==> config.mk <==
export PLATFORM = sky130hd
export DESIGN_NAME = pipeline_hazard_ctrl
export DESIGN_NICKNAME = d
export VERILOG_FILES = /design/src/rtl/pipeline_hazard_ctrl.sv
export SDC_FILE = /design/constraint.sdc
export NUM_CORES = 1
export LEC_CHECK = 0
export CORE_ASPECT_RATIO = 1.4
export CORE_MARGIN = 2
export CORE_UTILIZATION = 45
export DETAILED_ROUTE_END_ITERATION = 16
export PLACE_DENSITY = 0.78
export RECOVER_POWER = 25
export SETUP_SLACK_MARGIN = 0.1
export SYNTH_ARGS = -nofsm -noshare
export SYNTH_HDL_FRONTEND = slang
export SYNTH_SLANG_ARGS = --single-unit
export TNS_END_PERCENT = 20
==> constraint.sdc <==
create_clock -name clk_in -period 3.45 [get_ports clk_in]
set_clock_uncertainty 0.05 [all_clocks]
set_input_delay 0.69 -clock clk_in [delete_from_list [all_inputs] [get_ports clk_in]]
set_output_delay 0.69 -clock clk_in [all_outputs]
set_load 0.03 [all_outputs]
==> src/rtl/pipeline_hazard_ctrl.sv <==
// In-order issue controller between decode/register-read and execute.
// Tracks outstanding register writes and holds issue on RAW/WAW hazards.
// Serialises the multi-cycle MUL/DIV unit and waits for branch-class resolution.
module pipeline_hazard_ctrl #(
  parameter int unsigned OPCODE_WIDTH    = 4,
  parameter int unsigned REG_ADDR_WIDTH  = 5,
  parameter int unsigned INSTR_WIDTH     = 30,
  parameter int unsigned MDU_LAT         = 4,
  parameter int unsigned STALL_CNT_WIDTH = 16
) (
  input  logic                         clk_in,
  input  logic                         RST,
  input  logic                         dec_valid,
  input  logic [INSTR_WIDTH-1:0]       dec_instr,
  input  logic                         wb_en,
  input  logic [REG_ADDR_WIDTH-1:0]    wb_addr,
  input  logic                         br_resolve,
  input  logic                         br_taken,
  output logic                         issue,
  output logic                         stall,
  output logic                         flush,
  output logic                         mdu_start,
  output logic                         mdu_busy,
  output logic [2**REG_ADDR_WIDTH-1:0] pending,
  output logic [STALL_CNT_WIDTH-1:0]   stall_cnt
);

  localparam int unsigned NumRegs  = 2**REG_ADDR_WIDTH;
  localparam int unsigned CntWidth = (MDU_LAT > 1) ? $clog2(MDU_LAT) : 1;
  localparam logic [CntWidth-1:0] CntInit = CntWidth'(MDU_LAT - 1);

  // Shared processor opcode map.
  localparam logic [OPCODE_WIDTH-1:0] OpNop  = 'd0;
  localparam logic [OPCODE_WIDTH-1:0] OpLw   = 'd1;
  localparam logic [OPCODE_WIDTH-1:0] OpSw   = 'd2;
  localparam logic [OPCODE_WIDTH-1:0] OpAdd  = 'd3;
  localparam logic [OPCODE_WIDTH-1:0] OpSub  = 'd4;
  localparam logic [OPCODE_WIDTH-1:0] OpMul  = 'd5;
  localparam logic [OPCODE_WIDTH-1:0] OpDiv  = 'd6;
  localparam logic [OPCODE_WIDTH-1:0] OpAnd  = 'd7;
  localparam logic [OPCODE_WIDTH-1:0] OpOr   = 'd8;
  localparam logic [OPCODE_WIDTH-1:0] OpNot  = 'd9;
  localparam logic [OPCODE_WIDTH-1:0] OpCmp  = 'd10;
  localparam logic [OPCODE_WIDTH-1:0] OpJr   = 'd11;
  localparam logic [OPCODE_WIDTH-1:0] OpJpc  = 'd12;
  localparam logic [OPCODE_WIDTH-1:0] OpBrfl = 'd13;
  localparam logic [OPCODE_WIDTH-1:0] OpCall = 'd14;
  localparam logic [OPCODE_WIDTH-1:0] OpRet  = 'd15;

  typedef enum logic [1:0] {StRun, StMduWait, StBrWait} state_e;

  state_e                     state_q;
  logic [CntWidth-1:0]        mdu_cnt_q;
  logic                       mdu_busy_q;
  logic                       flush_q;
  logic [NumRegs-1:0]         pending_q;
  logic [STALL_CNT_WIDTH-1:0] stall_cnt_q;

  logic [OPCODE_WIDTH-1:0]    opcode;
  logic [REG_ADDR_WIDTH-1:0]  reg_1;
  logic [REG_ADDR_WIDTH-1:0]  reg_2;
  logic                       uses_r1;
  logic                       uses_r2;
  logic                       has_dest;
  logic                       is_mdu;
  logic                       is_branch;
  logic [NumRegs-1:0]         wb_mask;
  logic [NumRegs-1:0]         dest_mask;
  logic [NumRegs-1:0]         pend_eff;
  logic                       hazard;
  logic                       unused_imm;

  assign opcode = dec_instr[OPCODE_WIDTH-1:0];
  assign reg_1  = dec_instr[OPCODE_WIDTH +: REG_ADDR_WIDTH];
  assign reg_2  = dec_instr[OPCODE_WIDTH+REG_ADDR_WIDTH +: REG_ADDR_WIDTH];
  // Immediate field is carried by the instruction but never inspected here.
  assign unused_imm = ^dec_instr[INSTR_WIDTH-1:OPCODE_WIDTH+2*REG_ADDR_WIDTH];

  // Classify the decoding instruction: which fields it reads and writes.
  always_comb begin
    uses_r1   = 1'b0;
    uses_r2   = 1'b0;
    has_dest  = 1'b0;
    is_mdu    = 1'b0;
    is_branch = 1'b0;
    case (opcode)
      OpLw: begin
        has_dest = 1'b1;
        uses_r2  = 1'b1;
      end
      OpSw, OpCmp: begin
        uses_r1 = 1'b1;
        uses_r2 = 1'b1;
      end
      OpAdd, OpSub, OpAnd, OpOr: begin
        has_dest = 1'b1;
        uses_r1  = 1'b1;
        uses_r2  = 1'b1;
      end
      OpMul, OpDiv: begin
        has_dest = 1'b1;
        uses_r1  = 1'b1;
        uses_r2  = 1'b1;
        is_mdu   = 1'b1;
      end
      OpNot: begin
        has_dest = 1'b1;
        uses_r2  = 1'b1;
      end
      OpJr: begin
        uses_r1   = 1'b1;
        is_branch = 1'b1;
      end
      OpJpc, OpBrfl, OpCall, OpRet: begin
        is_branch = 1'b1;
      end
      OpNop:   ;
      default: ;
    endcase
  end

  // One-hot masks for this cycle's writeback and for the issuing destination.
  always_comb begin
    wb_mask   = '0;
    dest_mask = '0;
    if (wb_en) wb_mask[wb_addr] = 1'b1;
    if (issue && has_dest) dest_mask[reg_1] = 1'b1;
  end

  // Same-cycle writeback satisfies a hazard because the regfile is write-first.
  assign pend_eff = pending_q & ~wb_mask;
  assign hazard   = (uses_r1 & pend_eff[reg_1]) | (uses_r2 & pend_eff[reg_2]) |
                    (has_dest & pend_eff[reg_1]);

  assign issue     = (state_q == StRun) & dec_valid & ~hazard;
  assign stall     = dec_valid & ~issue;
  assign mdu_start = issue & is_mdu;

  assign flush     = flush_q;
  assign mdu_busy  = mdu_busy_q;
  assign pending   = pending_q;
  assign stall_cnt = stall_cnt_q;

  // Issue FSM: MDU occupancy countdown and branch-resolve hold.
  always_ff @(posedge clk_in) begin
    if (!RST) begin
      state_q    <= StRun;
      mdu_cnt_q  <= '0;
      mdu_busy_q <= 1'b0;
      flush_q    <= 1'b0;
    end else begin
      flush_q <= 1'b0;
      case (state_q)
        StRun: begin
          if (mdu_start) begin
            state_q    <= StMduWait;
            mdu_cnt_q  <= CntInit;
            mdu_busy_q <= 1'b1;
          end else if (issue && is_branch) begin
            state_q <= StBrWait;
          end
        end
        StMduWait: begin
          if (mdu_cnt_q == '0) begin
            state_q    <= StRun;
            mdu_busy_q <= 1'b0;
          end else begin
            mdu_cnt_q <= mdu_cnt_q - 1'b1;
          end
        end
        StBrWait: begin
          if (br_resolve) begin
            state_q <= StRun;
            flush_q <= br_taken;
          end
        end
        default: state_q <= StRun;
      endcase
    end
  end

  // Scoreboard: writeback clears, issuing destination sets (set wins).
  always_ff @(posedge clk_in) begin
    if (!RST) begin
      pending_q <= '0;
    end else begin
      pending_q <= pend_eff | dest_mask;
    end
  end

  // Saturating count of stalled cycles.
  always_ff @(posedge clk_in) begin
    if (!RST) begin
      stall_cnt_q <= '0;
    end else if (stall && (stall_cnt_q != '1)) begin
      stall_cnt_q <= stall_cnt_q + 1'b1;
    end
  end

endmodule

==> impl_metrics.json, run 1 <==
{
  "dr.first_iter.drc_count": 408,
  "num_vias": 4409,
  "cellLeakagePower_nw": 2.167,
  "ys_warn_count": 0,
  "synthTopCellsByCount": "dfxtp_1 (54), a21oi_1 (45), o21ai_0 (35), nand3_1 (34), nand2_1 (29)",
  "grt_pass1_vias": 4189,
  "min-delay-path-class": "reg -> reg",
  "min_path_cells": 2,
  "crit_arrival_ns": 3.04,
  "power_density_nw_per_um2": 257.2,
  "worstMarginPinSlew_ns": 0.7483,
  "dr.pass1.iters": 5,
  "rsz0062_at_grt": "true",
  "critPathMaxFanout": 3,
  "setup_viol": 3,
  "clock-root-buffer": "clkbuf_8",
  "setup.worst_path.end_class": "primary output",
  "critical_path_class": "in -> out",
  "yosys.area.top_type": "dfxtp_1",
  "synth-seq-cells": 54,
  "relSlewSlack": 0.5001,
  "timing.fmax_ghz": 0.2643,
  "synth_async_sr_flop_share": 0,
  "area_growth_pct": 53.83,
  "crit_slowest_cell": "or4b_4",
  "antenna_found_initial": 0,
  "period_needed_ns": 3.784,
  "final_max_slew_viol_count": 0,
  "grt_pass1_wl_mm": 20.76,
  "design.die.area_sq_um": 8883,
  "use_met3": 0.04316,
  "path_cells": "buf_6, or4b_4, buf_6, o31a_1, o32ai_2, nor2b_4, nor4b_4, or3_4, nor4b_4, buf_4",
  "synth_area_sq_um": 3661,
  "io_pins": 94,
  "start_kind": "input pin",
  "ys_seq_area_frac": 0.2953,
  "top_usage_layer": "met2",
  "track_usage": 0.2953,
  "wl_per_cell_um": 19.52,
  "synth.most_common_cell": "dfxtp_1",
  "cts_tree": "yes",
  "routed_wl_mm": 13.67,
  "r2r_slack_ns": 0.54,
  "dp_hpwl_mm": 9.901,
  "drive_above_1_share": 0.2917,
  "die_w_um": 80.23,
  "grt_use_met1": 0.3397,
  "gp_congestion": 0.9709,
  "grt_max_degree": 33,
  "nets": 642,
  "power_mw": 1.448,
  "syn-num-nets": 489,
  "rr_worst_depth": 11,
  "fin_tns_setup_ns": -0.6377,
  "drc": 0,
  "path_clk_slew_ns": 0.09,
  "vias_per_cell": 6.299,
  "ys_types": 68,
  "setup_slack_ns": -0.3335,
  "period_share": 1.097,
  "cts_made_buffers": 5,
  "max_stage_delay_ns": 0.57,
  "io_buffer_count": 77,
  "violations": "negative setup slack",
  "yosys.area.top_type_share": 0.2953,
  "htreeDepth": 2,
  "synthFlopType": "dfxtp_1",
  "synth_edf_count": 0,
  "rows": 38,
  "cp.required_ns": 2.71,
  "syn_area_per_cell_sq_um": 8.209,
  "cts.path.max_buffers": 2,
  "overflow": 0,
  "cap_violations": 0,
  "core-area_sq_um": 7845,
  "cts_sinks": 54,
  "synthTopCellsByArea": "dfxtp_1 (30%), a21oi_1 (6.2%), o21ai_0 (4.8%)",
  "hold_viol": 0,
  "clk_latency_ns": 0.32,
  "status": "complete, but fails checks",
  "met2_usage": 0.5161,
  "ir_drop_mv": 0.2983,
  "start_util": 0.4667,
  "ant_nets": 0,
  "dieHeight_um": 110.7,
  "syn_inst": 446,
  "antenna_cells": 0
}
state kept, by name, indices dropped and copies added (netlist names):
signal / cells
flush: 1
mdu_cnt_q: 2
pending: 32
mdu_busy: 1
state_q: 2
stall_cnt: 16
per-layer routing:
| metal | routed length [um] | vias up |
|---|---|---|
| met5 | 0 | - |
| met4 | 637 | 0 |
| met3 | 865 | 46 |
| met2 | 7020 | 247 |
| met1 | 5142 | 2108 |
| li1 | - | 2008 |
cell families (layout without fill, tap and decap cells):
group / count (synthesis) / count (layout) / synth area share
AO/OA/AOI/OAI: 135 / 135 / 0.2375
multiplexers: 31 / 31 / 0.1111
AND/OR/NAND/NOR: 172 / 172 / 0.2785
flip-flops: 54 / 54 / 0.2953
buffers and inverters: 46 / 200 / 0.05639
adder cells (fa/ha/maj): 2 / 2 / 0.006834
XOR/XNOR: 6 / 6 / 0.01435
critical path, delay by kind of cell:
| family | cells | cell delay, ns |
|---|---|---|
| compound gates | 2 | 0.41 |
| simple gates | 5 | 1.48 |
| buf+inv | 3 | 0.44 |
path summary, 6_finish.rpt:
kind,to,from
setup / recovery,mdu_start,wb_addr[2]
setup reg to reg,stall_cnt[10]$_SDFFE_PN0P_,pending[10]$_SDFF_PN0_
hold reg to reg,stall_cnt[9]$_SDFFE_PN0P_,stall_cnt[9]$_SDFFE_PN0P_
hold / removal,stall_cnt[9]$_SDFFE_PN0P_,stall_cnt[9]$_SDFFE_PN0P_
placed cells by master, fill, tap and decap left out, drive strengths merged, types with 6 or more instances in the layout:
| cell | instances |
|---|---|
| a21oi | 45 |
| and3 | 7 |
| buf | 112 |
| clkbuf | 8 |
| clkdlybuf4s50 | 32 |
| dfxtp | 54 |
| dlygate4sd3 | 26 |
| inv | 11 |
| mux2 | 7 |
| mux2i | 17 |
| mux4 | 7 |
| nand2 | 29 |
| nand2b | 14 |
| nand3 | 34 |
| nand4 | 11 |
| nor2 | 17 |
| nor2b | 6 |
| nor3 | 15 |
| o21ai | 36 |
| o311ai | 6 |
| o31ai | 13 |
| or4 | 8 |
power by group:
part / leakage (nW) / internal [mW] / switching [mW]
Combinational: 1.68 / 0.174 / 0.204
Sequential: 0.435 / 0.629 / 0.00752
Clock: 0.0514 / 0.217 / 0.217
Total: 2.17 / 1.02 / 0.429
area by class of cell:
class / count / area, sq um
clock inverter: 2 / 37.54
fill: 603 / 2213
timing repair buffer: 180 / 1609
tap: 100 / 125.1
multi-input combinational: 346 / 2659
inverter: 12 / 47.55
sequential: 54 / 1081
clock buffer: 6 / 72.57
metrics by stage:
stage | setup slack, ns | cell area (sq um) | utilization | cells | hold slack [ns]
after floorplan | -0.3203 | 3661 | - | 446 | 0.3987
after global placement | -0.6970 | 5081 | 0.6477 | 679 | 0.4298
after detailed placement | -0.7530 | 5081 | 0.6477 | 679 | 0.4376
after CTS | -0.4971 | 5394 | 0.6876 | 697 | 0.4554
after global routing | -0.3847 | 5632 | 0.7179 | 700 | 0.4849
final | -0.3335 | 5632 | 0.7179 | 700 | 0.4525
timing repair:
| item | in CTS | in global routing |
|---|---|---|
| cloned | 1 | 0 |
| buffers inserted | 9 | 4 |
| setup endpoints to repair | 48 | 15 |
| hold buffers | 0 | 0 |
| gates resized for setup | 60 | 51 |
| pin swaps | 10 | 15 |
| endpoints found under the hold margin | 0 | 0 |
(Power assumes the default switching activity.)
==> inputs of run 2 (changes only) <==
--- a/config.mk
+++ b/config.mk
@@ -8,6 +8,7 @@
 export CORE_ASPECT_RATIO = 1.4
 export CORE_MARGIN = 2
 export CORE_UTILIZATION = 45
+export CTS_CLUSTER_DIAMETER = 150
 export DETAILED_ROUTE_END_ITERATION = 16
 export PLACE_DENSITY = 0.78
 export RECOVER_POWER = 25
==> results of run 2 <==
Same layout as run 1: the final DEF is identical, and so are final timing and power.
==> inputs of run 3 (changes only) <==
--- a/config.mk
+++ b/config.mk
@@ -5,7 +5,7 @@
 export SDC_FILE = /design/constraint.sdc
 export NUM_CORES = 1
 export LEC_CHECK = 0
-export CORE_ASPECT_RATIO = 1.4
+export CORE_ASPECT_RATIO = 1.1
 export CORE_MARGIN = 2
 export CORE_UTILIZATION = 45
 export CTS_CLUSTER_DIAMETER = 150
==> impl_metrics.json, run 3 (synthesis gave the netlist of run 1 again) <==
{
  "drc": 0,
  "seqPwrFrac": 0.414,
  "r2r-end": "pending[11]$_SDFF_PN0_",
  "setup_viol": 39,
  "critical_path_class": "in -> out",
  "clkPwrFrac": 0.300,
  "largest_reg_flops": 32,
  "vias_per_cell": 6.465,
  "power_density_nw_per_um2": 252.8,
  "cp.required_ns": 2.71,
  "min_to": "flush$_SDFF_PN0_",
  "cap_violations": 0,
  "path_clk_slew_ns": 0.10,
  "period_share": 1.146,
  "ir_drop_mv": 0.1954,
  "layout_common_cells": "buf_4 (91), dfxtp_1 (54), clkdlybuf4s50_1 (32)",
  "status": "complete, but fails checks",
  "grt_max_degree": 36,
  "grt_pass1_wl_mm": 20.76,
  "wl_per_cell_um": 20.86,
  "hold_buffers": 0,
  "internal-power_mw": 1.057,
  "routed_wl_mm": 15.08,
  "clk_latency_ns": 0.32,
  "min_path_cells": 2,
  "setup.worst_path.end_class": "primary output",
  "track_usage": 0.2830,
  "fin_tns_setup_ns": -2.821,
  "nets": 657,
  "clock-root-buffer": "clkbuf_8",
  "crit_arrival_ns": 3.22,
  "setup_slack_ns": -0.5051,
  "pre_cts_ws_ns": -0.7897,
  "drive_above_1_share": 0.4114,
  "area_growth_pct": 66.27,
  "dieHeight_um": 98.60,
  "fillers": 556,
  "hold_viol": 0,
  "dr.first_iter.drc_count": 470,
  "rr_startpoint": "pending[15]$_SDFF_PN0_",
  "io_buffer_count": 77,
  "cellLeakagePower_nw": 2.307,
  "antenna_cells": 0,
  "gp_congestion": 1.013,
  "overflow": 0,
  "die_w_um": 90,
  "ant_nets": 0,
  "violations": "negative setup slack",
  "io_pins": 94,
  "critPathMaxFanout": 7,
  "final_common_cell": "buf_4",
  "cts_made_buffers": 5,
  "core-area_sq_um": 7913,
  "combPwrFrac": 0.287,
  "relSlewSlack": 0.3008,
  "whs_ns": 0.4503,
  "min-delay-path-class": "reg -> reg",
  "r2r_slack_ns": 0.26,
  "cts_tree": "yes",
  "min-delay-start": "state_q[1]$_SDFFE_PN0P_",
  "start_kind": "input pin",
  "final_max_slew_viol_count": 0,
  "cts.path.max_buffers": 2,
  "rows": 34,
  "dr.pass1.iters": 5,
  "worstMarginPinSlew_ns": 1.047,
  "num_vias": 4674,
  "grt_pass1_vias": 4185,
  "antenna_found_initial": 0,
  "htreeDepth": 2,
  "cts_sinks": 54,
  "dp_hpwl_mm": 9.174,
  "design.die.area_sq_um": 8874,
  "timing.fmax_ghz": 0.2528,
  "swShare": 0.3129,
  "rsz0062_at_grt": "true",
  "rr_worst_depth": 14,
  "period_needed_ns": 3.955,
  "power.switching_mw": 0.4816,
  "start_util": 0.4627
}
run 3: worst max path at each step:
| stage | to | slack, ns | from | depth (start not counted) |
|---|---|---|---|---|
| 2_1_floorplan | mdu_start | -0.32 | wb_addr[4] | 8 |
| 3_3_place_gp | mdu_start | -0.70 | dec_instr[9] | 11 |
| 3_5_place_dp | mdu_start | -0.79 | dec_instr[9] | 11 |
| 4_1_cts | mdu_start | -0.51 | wb_addr[2] | 9 |
| 5_1_grt | mdu_start | -0.54 | dec_instr[9] | 11 |
| 6_report | mdu_start | -0.51 | dec_instr[9] | 11 |
run 3: routing by layer:
metal  vias up  share of wire  global-route usage
li1       2045              -                   -
met1      2180           0.37              0.3607
met2       356           0.47              0.4679
met3        93          0.096             0.05657
met4         0          0.064              0.1243
met5         -              0                   0
run 3: through the flow:
| step | instance area, sq um | power [mW] | utilization | cells |
|---|---|---|---|---|
| global placement | 5051 | 0.9583 | 0.6384 | 680 |
| floorplan | 3661 | 0.8142 | - | 446 |
| finish | 6087 | 1.539 | 0.7693 | 723 |
| CTS | 5380 | 1.432 | 0.6799 | 697 |
| global route | 6087 | 1.593 | 0.7693 | 723 |
| detailed placement | 5051 | 0.9627 | 0.6384 | 680 |
run 3: worst max-delay path, cell delays in order:
cell and delay [ns]:
buf_8 0.08, buf_6 0.12, buf_12 0.13, mux2i_2 0.30, o22ai_2 0.10, or4_1 0.56
a31o_1 0.27, o211a_4 0.15, or3_4 0.35, nor4b_4 0.25, buf_4 0.21
run 3: power groups by stage:
stage	logic, mW	registers, mW	clock network, mW
6_report	0.441	0.637	0.461
5_1_grt	0.460	0.638	0.494
4_1_cts	0.339	0.636	0.457
3_5_place_dp	0.312	0.651	0
3_3_place_gp	0.308	0.651	0
2_1_floorplan	0.156	0.658	0
run 3: repair_timing:
| item | 4_1_cts | 5_1_grt |
|---|---|---|
| setup endpoints to repair | 48 | 48 |
| hold endpoints to repair | 0 | 0 |
| pin swaps | 10 | 75 |
| gates cloned | 0 | 5 |
| resized for setup | 62 | 128 |
| buffers inserted | 10 | 24 |
run 3: area by class of cell:
| cell class | instances | area (sq um) | area share |
|---|---|---|---|
| Clock inverter | 3 | 48.80 | 0.008016 |
| Sequential cell | 54 | 1081 | 0.1776 |
| Clock buffer | 5 | 68.82 | 0.01131 |
| Tap cell | 108 | 135.1 | 0.02220 |
| Inverter | 12 | 45.04 | 0.007400 |
| Multi-Input combinational cell | 346 | 2903 | 0.4769 |
| Timing Repair Buffer | 195 | 1805 | 0.2966 |
